--- config.mk ---
export PLATFORM = sky130hd
export DESIGN_NAME = bp_update_sched
export DESIGN_NICKNAME = d
export VERILOG_FILES = /design/src/rtl/bp_update_sched_pkg.sv /design/src/rtl/bp_upd_fifo.sv /design/src/rtl/bp_update_sched.sv
export SDC_FILE = /design/constraint.sdc
export NUM_CORES = 1
export LEC_CHECK = 0
export CORE_ASPECT_RATIO = 1.75
export CORE_MARGIN = 1
export CORE_UTILIZATION = 47
export DETAILED_ROUTE_END_ITERATION = 7
export GPL_TIMING_DRIVEN = 0
export PLACE_DENSITY = 0.75
export SLEW_MARGIN = 20
export SYNTH_ARGS = -nofsm -noshare
export SYNTH_HDL_FRONTEND = slang
export SYNTH_SLANG_ARGS = --single-unit
--- constraint.sdc ---
create_clock -name clk -period 6.6 [get_ports clk]
set_input_delay 1.32 -clock clk [delete_from_list [all_inputs] [get_ports clk]]
set_output_delay 1.32 -clock clk [all_outputs]
set_load 0.1 [all_outputs]
--- src/rtl/bp_update_sched_pkg.sv ---
// -----------------------------------------------------------------------------
// bp_update_sched_pkg
// Shared definitions for the branch-predictor update scheduler:
//   - default sizing (FIFO depth, maximum head wait, index widths)
//   - FSM state encoding of the arbitration FSM
//   - reference layout of one queued update entry and its width
//   - helper that maps (empty, urgent) flags to the next FSM state
// Optional build macro used by the scheduler: BP_UPD_STATS_EN
// -----------------------------------------------------------------------------
package bp_update_sched_pkg;

    localparam int BP_DEPTH_DEF        = 4;
    localparam int BP_MAX_WAIT_DEF     = 8;
    localparam int BP_PHT_IDX_BITS_DEF = 8;
    localparam int BP_BTB_IDX_BITS_DEF = 4;

    typedef enum logic [1:0] {
        ST_EMPTY   = 2'd0,
        ST_PENDING = 2'd1,
        ST_URGENT  = 2'd2
    } bp_state_e;

    // Entry layout at the default PHT index width. The scheduler declares the
    // same field order with its own PHT_IDX_BITS parameter.
    typedef struct packed {
        logic [31:0]                    pc;
        logic                           taken;
        logic [31:0]                    target;
        logic [BP_PHT_IDX_BITS_DEF-1:0] pht_idx;
    } bp_upd_entry_t;

    localparam int BP_UPD_ENTRY_W = $bits(bp_upd_entry_t);

    // Empty wins over urgent: an empty FIFO can never be urgent.
    function automatic bp_state_e bp_next_state(input logic is_empty,
                                                input logic is_urgent);
        if (is_empty)       return ST_EMPTY;
        else if (is_urgent) return ST_URGENT;
        else                return ST_PENDING;
    endfunction

endpackage

--- src/rtl/bp_upd_fifo.sv ---
// -----------------------------------------------------------------------------
// bp_upd_fifo
// Generic synchronous FIFO holding resolved-branch updates.
// Ports:
//   clk, reset   clock, synchronous active-high reset (clears pointers/count)
//   i_push       write i_din at the tail (caller guarantees not full)
//   i_din        entry to write
//   i_pop        drop the head entry (caller guarantees not empty)
//   o_head       current head entry (only meaningful when o_count != 0)
//   o_count      number of valid entries, 0..DEPTH
// DEPTH must be a power of two so the pointers wrap by natural overflow.
// -----------------------------------------------------------------------------
module bp_upd_fifo #(
    parameter int WIDTH = 73,
    parameter int DEPTH = 4
) (
    input  logic                         clk,
    input  logic                         reset,
    input  logic                         i_push,
    input  logic [WIDTH-1:0]             i_din,
    input  logic                         i_pop,
    output logic [WIDTH-1:0]             o_head,
    output logic [$clog2(DEPTH+1)-1:0]   o_count
);
    localparam int AW = $clog2(DEPTH);
    localparam int CW = $clog2(DEPTH+1);

    logic [WIDTH-1:0] r_mem [DEPTH];
    logic [AW-1:0]    r_wr_ptr;
    logic [AW-1:0]    r_rd_ptr;
    logic [CW-1:0]    r_count;

    // Storage is not reset; entries are only observed while counted valid.
    always_ff @(posedge clk) begin
        if (i_push) begin
            r_mem[r_wr_ptr] <= i_din;
        end
    end

    always_ff @(posedge clk) begin
        if (reset) begin
            r_wr_ptr <= '0;
            r_rd_ptr <= '0;
            r_count  <= '0;
        end else begin
            if (i_push) r_wr_ptr <= r_wr_ptr + AW'(1);
            if (i_pop)  r_rd_ptr <= r_rd_ptr + AW'(1);
            case ({i_push, i_pop})
                2'b10:   r_count <= r_count + CW'(1);
                2'b01:   r_count <= r_count - CW'(1);
                default: r_count <= r_count;
            endcase
        end
    end

    assign o_head  = r_mem[r_rd_ptr];
    assign o_count = r_count;

endmodule

--- src/rtl/bp_update_sched.sv ---
// -----------------------------------------------------------------------------
// bp_update_sched
// Arbitrates the single read/write port of the branch-predictor table between
// FE lookups and buffered AGEX updates. Updates queue in bp_upd_fifo and drain
// when fetch is idle, or are forced through (URGENT) when the FIFO is full or
// its head has been bypassed MAX_WAIT times.
// Ports:
//   clk, reset                synchronous active-high reset
//   lk_req, lk_pc             FE lookup request and PC
//   lk_gnt                    lookup owns the port this cycle (combinational)
//   upd_valid/pc/taken/target/pht_idx, upd_ready   update enqueue handshake
//   tbl_en, tbl_we, tbl_pc, tbl_taken, tbl_target, tbl_pht_idx, tbl_btb_idx
//                             table port (we=1 update write, we=0 lookup read)
//   dbg_state, dbg_count, dbg_wait_cnt   FSM state, FIFO occupancy, head wait
//   stat_* (BP_UPD_STATS_EN only)        32-bit wrapping event counters
// Handshake: an update transfers at a posedge with upd_valid && upd_ready;
// upd_ready depends only on registered occupancy, never on a same-cycle drain.
// Optional macro: BP_UPD_STATS_EN adds the stat_* counters and ports.
// -----------------------------------------------------------------------------
module bp_update_sched
    import bp_update_sched_pkg::*;
#(
    parameter int DEPTH        = BP_DEPTH_DEF,
    parameter int MAX_WAIT     = BP_MAX_WAIT_DEF,
    parameter int PHT_IDX_BITS = BP_PHT_IDX_BITS_DEF,
    parameter int BTB_IDX_BITS = BP_BTB_IDX_BITS_DEF
) (
    input  logic                              clk,
    input  logic                              reset,
    input  logic                              lk_req,
    input  logic [31:0]                       lk_pc,
    output logic                              lk_gnt,
    input  logic                              upd_valid,
    input  logic [31:0]                       upd_pc,
    input  logic                              upd_taken,
    input  logic [31:0]                       upd_target,
    input  logic [PHT_IDX_BITS-1:0]           upd_pht_idx,
    output logic                              upd_ready,
    output logic                              tbl_en,
    output logic                              tbl_we,
    output logic [31:0]                       tbl_pc,
    output logic                              tbl_taken,
    output logic [31:0]                       tbl_target,
    output logic [PHT_IDX_BITS-1:0]           tbl_pht_idx,
    output logic [BTB_IDX_BITS-1:0]           tbl_btb_idx,
`ifdef BP_UPD_STATS_EN
    output logic [31:0]                       stat_forced_drains,
    output logic [31:0]                       stat_lookup_stalls,
    output logic [31:0]                       stat_full_cycles,
`endif
    output logic [1:0]                        dbg_state,
    output logic [$clog2(DEPTH+1)-1:0]        dbg_count,
    output logic [$clog2(MAX_WAIT+1)-1:0]     dbg_wait_cnt
);
    localparam int CW = $clog2(DEPTH+1);
    localparam int WW = $clog2(MAX_WAIT+1);

    typedef struct packed {
        logic [31:0]             pc;
        logic                    taken;
        logic [31:0]             target;
        logic [PHT_IDX_BITS-1:0] pht_idx;
    } entry_t;

    bp_state_e      r_state;
    logic [WW-1:0]  r_wait;
    logic [CW-1:0]  w_count;
    logic [CW-1:0]  w_count_nxt;
    logic [WW-1:0]  w_wait_nxt;
    logic           w_push;
    logic           w_drain;
    entry_t         w_din;
    entry_t         w_head;

    assign w_din = '{pc: upd_pc, taken: upd_taken, target: upd_target,
                     pht_idx: upd_pht_idx};

    bp_upd_fifo #(
        .WIDTH ($bits(entry_t)),
        .DEPTH (DEPTH)
    ) u_fifo (
        .clk     (clk),
        .reset   (reset),
        .i_push  (w_push),
        .i_din   (w_din),
        .i_pop   (w_drain),
        .o_head  (w_head),
        .o_count (w_count)
    );

    assign upd_ready = !reset && (w_count != CW'(DEPTH));
    assign w_push    = upd_valid && upd_ready;

    // Idle fetch lets a pending update through; URGENT overrides fetch.
    assign w_drain = !reset && (r_state != ST_EMPTY) &&
                     (!lk_req || r_state == ST_URGENT);
    assign lk_gnt  = !reset && lk_req && !w_drain;
    assign tbl_en  = w_drain || lk_gnt;
    assign tbl_we  = w_drain;

    always_comb begin
        tbl_pc      = '0;
        tbl_taken   = 1'b0;
        tbl_target  = '0;
        tbl_pht_idx = '0;
        if (!reset) begin
            if (w_drain) begin
                tbl_pc      = w_head.pc;
                tbl_taken   = w_head.taken;
                tbl_target  = w_head.target;
                tbl_pht_idx = w_head.pht_idx;
            end else begin
                tbl_pc      = lk_pc;
            end
        end
    end

    assign tbl_btb_idx = tbl_pc[BTB_IDX_BITS+1:2];

    always_comb begin
        w_count_nxt = w_count;
        case ({w_push, w_drain})
            2'b10:   w_count_nxt = w_count + CW'(1);
            2'b01:   w_count_nxt = w_count - CW'(1);
            default: w_count_nxt = w_count;
        endcase
    end

    // Head wait counts bypassed cycles only; a drain hands the port to the
    // next entry with a fresh count.
    always_comb begin
        w_wait_nxt = r_wait;
        if (w_drain || r_state == ST_EMPTY) begin
            w_wait_nxt = '0;
        end else if (r_wait != WW'(MAX_WAIT)) begin
            w_wait_nxt = r_wait + WW'(1);
        end
    end

    always_ff @(posedge clk) begin
        if (reset) begin
            r_state <= ST_EMPTY;
            r_wait  <= '0;
        end else begin
            r_wait  <= w_wait_nxt;
            r_state <= bp_next_state(w_count_nxt == '0,
                                     (w_count_nxt == CW'(DEPTH)) ||
                                     (w_wait_nxt == WW'(MAX_WAIT)));
        end
    end

    assign dbg_state    = r_state;
    assign dbg_count    = w_count;
    assign dbg_wait_cnt = r_wait;

`ifdef BP_UPD_STATS_EN
    logic [31:0] r_stat_forced;
    logic [31:0] r_stat_stalls;
    logic [31:0] r_stat_full;

    always_ff @(posedge clk) begin
        if (reset) begin
            r_stat_forced <= '0;
            r_stat_stalls <= '0;
            r_stat_full   <= '0;
        end else begin
            if (w_drain && r_state == ST_URGENT && lk_req)
                r_stat_forced <= r_stat_forced + 32'd1;
            if (lk_req && !lk_gnt)
                r_stat_stalls <= r_stat_stalls + 32'd1;
            if (upd_valid && !upd_ready)
                r_stat_full   <= r_stat_full + 32'd1;
        end
    end

    assign stat_forced_drains = r_stat_forced;
    assign stat_lookup_stalls = r_stat_stalls;
    assign stat_full_cycles   = r_stat_full;
`endif

endmodule
==> run_results.csv, run 1 <==
group,metric,value,unit
outcome,status,"complete, no violations",
floorplanning,die_area,26700,sq um
sta,fmax,181,MHz
grt,grt_pass1_wl,37000,microns
routing,vias_per_cell,5.34,
synthesis,synthArstFlopShare,0,
sta,min_period,5540,ps
sta,rsz0062_at_grt,"no",
worst_setup_path,endpoint_kind,"output pin",
worst_setup_path,r2r_cells,12,
synthesis,synth-compound-area-share,0.00777,
sta,setup-tns-final,0,ps
synthesis,synth_most_common_cell,"edfxtp_1",
worst_setup_path,r2r-start,"dbg_state[0]",
worst_hold_path,hp-start,"dbg_wait_cnt[3]",
cts,clock-sinks,307,
routing,drt_first_pass_iters,4,
routing,wl_per_cell,20.3,microns
place,placed_area,14700,sq um
grt,grt_max_degree,40,
grt,first_global_vias,6916,
cts,cts.clk_slew.worst_paths,70,ps
cts,cts_tree,"built",
cts,htree_num_levels,1,
synthesis,synth_xor_area_frac,0.00286,
routing,vias,6392,
routing,postRouteAntennaNets,0,
worst_setup_path,start_kind,"primary input",
synthesis,synthCells,629,
sta,slew_headroom,0.291,
synthesis,synth_ff_type,"edfxtp_1",
floorplanning,num_io_pins,199,
routing,drt_iter0_markers,351,
power,pwr-share-comb,0.208,
synthesis,synth_fa_ha_area_frac,0.00880,
sta,slew_violations,0,
layout,drive_gt1_frac,0.170,
cts,cts_root_buf,"clkbuf_16",
grt,grt_overflow,0,
grt,grt_antenna_before_repair,4,
cts,cts_made_buffers,26,
synthesis,muxShareOfSynthArea,0.138,
layout,area_growth,27.6,%
power,p_leak,5.14,nW
grt,track_usage,0.187,
synthesis,avgSynthCellArea,19.5,sq um
sta,final.period_utilization,0.839,
synthesis,synth_area,12200,sq um
power,p_clk_frac,0.328,
synthesis,synth-seq-area-share,0.741,
cts,cts_resized,0,
sta,hold_violations,0,
sta,tightestPinTransition,1060,ps
floorplanning,fp.dieH,215,microns
cts,clock_path_buffers,3,
synthesis,synth_common_cells,"292 x edfxtp_1, 70 x mux4_2, 69 x nand2_1, 45 x and2_1, 34 x nand3b_1",
worst_setup_path,startpoint,"reset",
place,hpwlAfterDp,15900,microns
power,power_frac_seq,0.464,
synthesis,synth_top_family_by_area,"multiplexers",
worst_setup_path,cp_data_required_time,5280,ps
power,swShare,0.280,
cts,cts-hold-fix-buffers,0,
synthesis,yosys_warnings,0,
place,gp_congestion,0.738,
job,cap_viol_max_count,0,
floorplanning,start_util,0.481,
routing,drt-total-wl,24300,microns
floorplanning,die_width,124,microns
worst_setup_path,critPathMaxFanout,10,
synthesis,yosys.area.top_type,"edfxtp_1",
power,total_power,4.77,mW
worst_hold_path,holdPathStages,2,
routing,drc,0,
layout,final_nets,976,
power,max-vdd-ir-drop,0.211,mV
power,p_per_area,306,nW/um^2
power,power.internal,3.44,mW
worst_hold_path,hold_class,"reg2reg",
worst_setup_path,critical_path_class,"in2out",
floorplanning,placementRows,77,
synthesis,synth_area_leaders,"edfxtp_1 72%, mux4_2 13%, dfxtp_1 2.5%, and2_1 2.3%, nand2_1 2.1%",
place,io_buffers,198,
cts,clock_latency,530,ps
synthesis,syn_nets,746,
worst_setup_path,worstPathArrival,4220,ps
sta,worst_clock_skew,9.65,ps
cts,cts_setup_buffers,0,
power,power_switching,1.34,mW
sta,setup_viol,0,
synthesis,synthSimpleGateAreaFrac,0.0762,
synthesis,synth_edf_count,292,
synthesis,yosys.area.top_type_share,0.717,
synthesis,ys_seq_elements,307,
floorplanning,core_area,25400,sq um
layout,stdcell_area,15600,sq um
synthesis,yosys.cell_types.count,38,
[logic make-up after synthesis]
group                    count (synthesis)
buffers and inverters                   48
adder cells (fa/ha/maj)                  8
flip-flops                             307
AO/OA/AOI/OAI                           12
multiplexers                            76
XOR/XNOR                                 4
AND/OR/NAND/NOR                        174
[critical path: stages]
cell and delay, ps:
clkdlybuf4s50_1 490, a21oi_2 210, o21ai_2 160, inv_2 140, buf_4 220, buf_2 270, nand2_1 90, nand2_1 80
buf_4 100, clkdlybuf4s50_1 1110
[registers in the layout, summed over array words and instances (netlist names), named ones only]
signal / flops
u_fifo.r_mem: 292
u_fifo.r_rd_ptr: 2
u_fifo.o_count: 3
u_fifo.r_wr_ptr: 2
dbg_state: 2
dbg_wait_cnt: 4
[through the flow]
stage                     hold slack [ps]  setup WS, ps  utilization  instances
final                                 532          1060        0.614       1197
after global routing                  556           842        0.614       1197
after CTS                             525          1010        0.613       1195
after detailed placement              515          1010        0.579       1147
after global placement                496           725        0.574       1143
after floorplan                       485          1820            -        629
[power groups by stage]
stage / Combinational, mW / Clock (mW) / Sequential, mW
2_1_floorplan: 0.694 / 0 / 2.29
3_3_place_gp: 0.989 / 0 / 2.26
3_5_place_dp: 1.00 / 0 / 2.26
4_1_cts: 1.01 / 1.59 / 2.22
5_1_grt: 1.04 / 1.66 / 2.22
6_report: 0.993 / 1.56 / 2.22
[cell usage in the layout (no fill, tap or decap), drive strengths merged, types with 4 or more instances in the layout]
| master | synthesis | final |
|---|---|---|
| edfxtp | 292 | 292 |
| clkdlybuf4s50 | 0 | 198 |
| mux4 | 73 | 73 |
| nand2 | 69 | 69 |
| and2 | 45 | 45 |
| clkbuf | 12 | 44 |
| nand3b | 34 | 34 |
| buf | 24 | 28 |
| dfxtp | 15 | 15 |
| nor2 | 14 | 14 |
| inv | 12 | 13 |
| clkinv | 0 | 10 |
| ha | 7 | 7 |
| a21oi | 5 | 5 |
| nor2b | 4 | 4 |
| bufinv | 0 | 4 |
[path summary, 6_finish.rpt]
path / end / slack (ps)
hold reg to reg: dbg_wait_cnt[3] / 530
setup / recovery: tbl_pc[4] / 1060
hold / removal: dbg_wait_cnt[3] / 530
setup reg to reg: dbg_state[1] / 3690
[area by class of cell]
cell class                      count  area, sq um
Tap cell                          316          395
Antenna cell                        2         5.00
Buffer                             36          264
Sequential cell                   307         9070
Multi-Input combinational cell    274         2870
Clock inverter                     16          184
Clock buffer                       32          694
Fill cell                        1889         9830
Timing Repair Buffer              202         2080
Inverter                           12         45.0
[metal layers]
layer / global-route usage / wire length [microns]
met5: 0 / 26
met4: 0.0702 / 702
met3: 0.0333 / 1320
met2: 0.342 / 13300
met1: 0.212 / 8930
(Power assumes the default switching activity.)
==> run 2: changes to the inputs <==
==> constraint.sdc (replaced) <==
create_clock -name clk -period 5.15 [get_ports clk]
set_input_delay 1.03 -clock clk [delete_from_list [all_inputs] [get_ports clk]]
set_output_delay 1.03 -clock clk [all_outputs]
set_load 0.1 [all_outputs]
==> run 2 against run 1 <==
- sequential share of layout area is essentially flat
- worst setup slack got worse by 840 ps
- largest cell class unchanged
- global-route usage unchanged
- wire length decreased by 0.16%
- core utilization barely moved
- clock skew increased by 0.73 ps
- flip-flop and latch count stayed put
- critical path type unchanged
- clock-buffer cell count stayed put
- clock power grew 28%
- first-iteration DRC count down 1.1%
- hold slack improved by 3.7 ps
==> run_results.csv, run 2 (synthesis gave the netlist of run 1 again) <==
group,metric,value,unit
power,p_leak,5.18,nW
place,pre_cts_ws,136,ps
place,gp_congestion,0.738,
layout,drive_gt1_frac,0.170,
layout,layout_commonest_cell,"edfxtp_1",
cts,cts_root_buf,"clkbuf_16",
routing,postRouteAntennaNets,0,
place,io_buffers,198,
layout,final_cell_mix,"292 x edfxtp_1, 195 x clkdlybuf4s50_1, 70 x mux4_2, 69 x nand2_1, 41 x and2_1",
sta,setup-tns-final,0,ps
worst_setup_path,critPathMaxFanout,11,
grt,first_global_vias,6916,
sta,fmax,203,MHz
cts,cts_made_buffers,26,
layout,area_growth,27.6,%
layout,n_fill_cell,1885,
worst_setup_path,critical_path_class,"in2out",
routing,vias_per_cell,5.32,
floorplanning,fp.dieH,215,microns
worst_setup_path,start_kind,"primary input",
floorplanning,core_area,25400,sq um
sta,final.period_utilization,0.957,
sta,slew_headroom,0.291,
job,cap_viol_max_count,0,
routing,wl_per_cell,20.3,microns
layout,largest_reg_flops,292,
cts,clock_path_buffers,3,
layout,seqCellArea,9070,sq um
power,max-vdd-ir-drop,0.271,mV
sta,tightestPinTransition,1060,ps
power,total_power,6.12,mW
grt,grt_max_degree,40,
place,hpwlAfterDp,15900,microns
worst_setup_path,worstPathArrival,3900,ps
cts,cts.clk_slew.worst_paths,70,ps
routing,drt_first_pass_iters,4,
worst_setup_path,endpoint_kind,"output pin",
power,p_per_area,392,nW/um^2
floorplanning,start_util,0.481,
sta,slew_violations,0,
cts,clock_latency,530,ps
sta,worst_clock_skew,10.4,ps
place,dpl.cell_count,1147,
floorplanning,die_area,26700,sq um
layout,fin_util,0.614,
layout,final_nets,976,
floorplanning,placementRows,77,
floorplanning,die_width,124,microns
grt,grt_pass1_wl,37000,microns
sta,setup_ws,219,ps
layout,largest-register,"u_fifo.r_mem",
layout,multi_input_area,2870,sq um
cts,clock-sinks,307,
outcome,status,"complete, no violations",
routing,vias,6371,
worst_hold_path,hold_class,"reg2reg",
grt,grt_antenna_before_repair,4,
routing,drt-total-wl,24300,microns
floorplanning,num_io_pins,199,
sta,hold_violations,0,
sta,setup_viol,0,
routing,drt_iter0_markers,347,
routing,drc,0,
worst_setup_path,cp_data_required_time,4120,ps
cts,cts_tree,"built",
grt,track_usage,0.187,
sta,min_period,4930,ps
layout,final_cells,1197,
cts,cts-hold-fix-buffers,0,
sta,rsz0062_at_grt,"no",
grt,grt_overflow,0,
cts,htree_num_levels,1,
run 2: cell count changes in the layout (fill, tap and decap cells not counted), sizes merged:
cell	delta
clkdlybuf4s50	-3
dlymetal6s2s	+3
run 2: final cells by class:
cell class | count | share of cell area
flip-flops and latches | 307 | 0.581
multi-input cells | 274 | 0.184
repair buffers | 202 | 0.134
clock buffers | 32 | 0.0445
well taps | 316 | 0.0253
plain buffers | 36 | 0.0169
clock inverters | 16 | 0.0118
inverters | 12 | 0.00288
diodes | 2 | 0.000321
run 2: layer usage:
| layer | vias to the layer above | track usage | wire (microns) |
|---|---|---|---|
| met5 | - | 0 | 26 |
| met4 | 4 | 0.0702 | 703 |
| met3 | 45 | 0.0333 | 1420 |
| met2 | 198 | 0.342 | 13400 |
| met1 | 3199 | 0.212 | 8730 |
| li1 | 2925 | - | - |
run 2: worst max-delay path: stages:
cell	delay, ps
clkdlybuf4s50_1	490
a21oi_2	210
o21ai_2	160
inv_2	140
buf_4	220
buf_2	300
nand2_1	90
nand2_1	80
clkdlybuf4s50_1	1140
run 2: timing repair:
action | in CTS | in global routing
buffers inserted | 0 | 0
endpoints found under the setup margin | 0 | 3
gates resized for setup | 0 | 3
run 2: worst paths after layout:
check,slack (ps),startpoint,depth (start not counted),endpoint
setup / recovery,220,reset,9,tbl_pc[23]
hold / removal,540,dbg_wait_cnt[3],2,dbg_wait_cnt[3]
setup reg to reg,2240,dbg_state[0],12,dbg_state[1]
hold reg to reg,540,dbg_wait_cnt[3],2,dbg_wait_cnt[3]
run 2: report_power, final:
group | leakage [nW] | total, mW | internal (mW) | switching, mW
logic | 1.97 | 1.27 | 0.422 | 0.850
clock network | 0.434 | 2.00 | 1.16 | 0.841
registers | 2.77 | 2.84 | 2.82 | 0.0246
total | 5.18 | 6.12 | 4.40 | 1.72
run 2: through the flow:
step,cell area [sq um],hold slack [ps]
6_report,15600,536
3_5_place_dp,14700,515
3_3_place_gp,14600,496
2_1_floorplan,12200,485
4_1_cts,15600,525
5_1_grt,15600,556
==> run 3: changes to the inputs <==
--- a/config.mk
+++ b/config.mk
@@ -7,10 +7,10 @@
 export LEC_CHECK = 0
 export CORE_ASPECT_RATIO = 1.75
 export CORE_MARGIN = 1
-export CORE_UTILIZATION = 47
+export CORE_UTILIZATION = 35
 export DETAILED_ROUTE_END_ITERATION = 7
 export GPL_TIMING_DRIVEN = 0
-export PLACE_DENSITY = 0.75
+export PLACE_DENSITY = 0.59
 export SLEW_MARGIN = 20
 export SYNTH_ARGS = -nofsm -noshare
 export SYNTH_HDL_FRONTEND = slang
==> run 3 against run 2 <==
- sequential share of layout area shrank 0.77 points
- clock-buffer cell count is 9 higher
- worst setup slack got worse by 34 ps
- via count down 0.22%
- non-clock buffer count up 1
- hold slack worse by 3.3 ps
- first-iteration DRC count rose by 5.5%
- flip-flop and latch count unchanged
- die area rose by 34%
- design area is 1.3% higher
- combinational power barely moved
- final cell count is 12% higher
- critical endpoint is now tbl_pc[5]
==> run_results.csv, run 3 (synthesis gave the netlist of run 1 again) <==
group,metric,value,unit
grt,grt_max_degree,40,
cts,clock_latency,550,ps
worst_setup_path,cp_slowest_cell,"clkdlybuf4s50_1",
layout,layout_commonest_cell,"edfxtp_1",
worst_setup_path,startpoint,"lk_req",
power,p_leak,5.17,nW
routing,vias,6357,
worst_setup_path,critPathMaxFanout,10,
grt,track_usage,0.153,
worst_setup_path,endpoint_kind,"output pin",
routing,vias_per_cell,4.73,
power,p_per_area,389,nW/um^2
sta,hold_violations,0,
sta,tightestPinTransition,1070,ps
floorplanning,placementRows,90,
layout,area_growth,29.3,%
power,max-vdd-ir-drop,0.265,mV
power,pwr-share-comb,0.209,
routing,wl_per_cell,19.8,microns
layout,seqCellArea,9070,sq um
sta,rsz0062_at_grt,"no",
power,power_switching,1.75,mW
floorplanning,start_util,0.355,
worst_hold_path,hold_class,"reg2reg",
floorplanning,core_area,34500,sq um
power,swShare,0.285,
routing,postRouteAntennaNets,0,
sta,min_period,4970,ps
sta,slew_headroom,0.286,
power,p_clk_frac,0.329,
place,gp_congestion,0.717,
floorplanning,num_io_pins,199,
power,power_frac_seq,0.462,
sta,final.period_utilization,0.964,
cts,cts_root_buf,"clkbuf_16",
grt,first_global_vias,6939,
grt,grt_pass1_wl,40100,microns
worst_setup_path,crit_chain,"clkdlybuf4s50_1, a21oi_2, o21ai_2, inv_2, buf_4, buf_2, nand2_1, nand2_1, buf_4, clkdlybuf4s50_1",
cts,cts_tree,"built",
worst_setup_path,critical_path.max_stage_delay,1120,ps
sta,slew_violations,0,
floorplanning,die_width,143,microns
cts,htree_num_levels,1,
sta,setup-tns-final,0,ps
worst_setup_path,r2r_cells,12,
worst_setup_path,worstPathArrival,3940,ps
sta,setup_viol,0,
layout,largest-register,"u_fifo.r_mem",
routing,drt_first_pass_iters,4,
cts,cts.clk_slew.worst_paths,60,ps
cts,cts-hold-fix-buffers,0,
sta,worst_clock_skew,15.8,ps
grt,grt_antenna_before_repair,6,
layout,final_cell_mix,"292 x edfxtp_1, 196 x clkdlybuf4s50_1, 70 x mux4_2, 69 x nand2_1, 41 x and2_1",
layout,multi_input_area,2870,sq um
worst_setup_path,r2r-start,"dbg_state[0]",
place,io_buffers,198,
worst_setup_path,critical_path_class,"in2out",
place,hpwlAfterDp,17600,microns
worst_setup_path,worstSetupEndpoint,"tbl_pc[5]",
floorplanning,fp.dieH,249,microns
worst_setup_path,start_kind,"primary input",
cts,clock-sinks,307,
layout,largest_reg_flops,292,
sta,whs,532,ps
routing,drt_iter0_markers,366,
worst_setup_path,r2r_end,"dbg_state[1]",
power,power.internal,4.40,mW
routing,drt-total-wl,26700,microns
grt,grt_overflow,0,
outcome,status,"complete, no violations",
layout,final_nets,979,
cts,clock_path_buffers,3,
floorplanning,die_area,35700,sq um
worst_setup_path,r2r_slack,2370,ps
cts,cts_made_buffers,28,
routing,drc,0,
worst_setup_path,cp_data_required_time,4120,ps
job,cap_viol_max_count,0,
layout,n_fill_cell,3070,
power,total_power,6.15,mW
sta,fmax,201,MHz
layout,drive_gt1_frac,0.166,
run 3: cell types whose count changed in the layout (fill, tap and decap cells not counted):
cell	change
inv_6	-1
clkinv_2	-4
bufinv_16	-2
clkinv_1	+1
dlymetal6s2s_1	-1
clkdlybuf4s50_1	+1
buf_12	+1
clkbuf_16	+2
clkbuf_8	+2
clkbuf_1	+5
run 3: worst max-delay path, delay by kind of cell:
kind | cells | cell delay, ps
AND/OR/NAND/NOR | 2 | 190
buffers and inverters | 6 | 2300
AO/OA/AOI/OAI | 2 | 400
run 3: layout make-up:
cell class                 count  share of cell area
inverter                      12             0.00285
buffer                        36              0.0167
timing repair buffer         203               0.133
clock inverter                10             0.00625
multi-input combinational    274               0.181
antenna                        2            0.000316
tap                          460              0.0364
clock buffer                  41              0.0500
sequential                   307               0.573
run 3: what timing repair did:
item / CTS / global route
buffers inserted: 0 / 0
endpoints found under the setup margin: 0 / 2
resized for setup: 0 / 2
run 3: power groups by stage:
stage / Clock, mW / Combinational (mW) / Sequential [mW]
2_1_floorplan: 0 / 0.889 / 2.94
3_3_place_gp: 0 / 1.29 / 2.90
3_5_place_dp: 0 / 1.31 / 2.90
4_1_cts: 2.09 / 1.31 / 2.84
5_1_grt: 2.16 / 1.35 / 2.85
6_report: 2.03 / 1.29 / 2.84
run 3: worst min path at each step:
stage	from	to	slack, ps	cells after the start
6_report	dbg_wait_cnt[3]	dbg_wait_cnt[3]	530	2
5_1_grt	u_fifo.r_wr_ptr[1]	u_fifo.r_wr_ptr[1]	590	2
4_1_cts	dbg_wait_cnt[3]	dbg_wait_cnt[3]	530	2
3_5_place_dp	dbg_wait_cnt[3]	dbg_wait_cnt[3]	520	2
3_3_place_gp	dbg_wait_cnt[3]	dbg_wait_cnt[3]	510	2
2_1_floorplan	u_fifo.r_rd_ptr[1]	register	480	2
run 3: routing by layer:
metal / vias up / share of wire / track usage
met4: 8 / 0.023 / 0.0535
met3: 38 / 0.046 / 0.0292
li1: 2942 / - / -
met1: 3231 / 0.38 / 0.171
met2: 138 / 0.55 / 0.285
met5: - / 0.0017 / 0
run 3: per-stage QoR:
stage | util | cell area (sq um) | setup slack (ps) | cells
after detailed placement | 0.433 | 14900 | 37.3 | 1292
after global placement | 0.429 | 14800 | -670 | 1287
final | 0.459 | 15800 | 185 | 1345
after floorplan | - | 12200 | 884 | 629
after global routing | 0.459 | 15800 | 11.0 | 1345
after CTS | 0.459 | 15800 | 45.1 | 1343
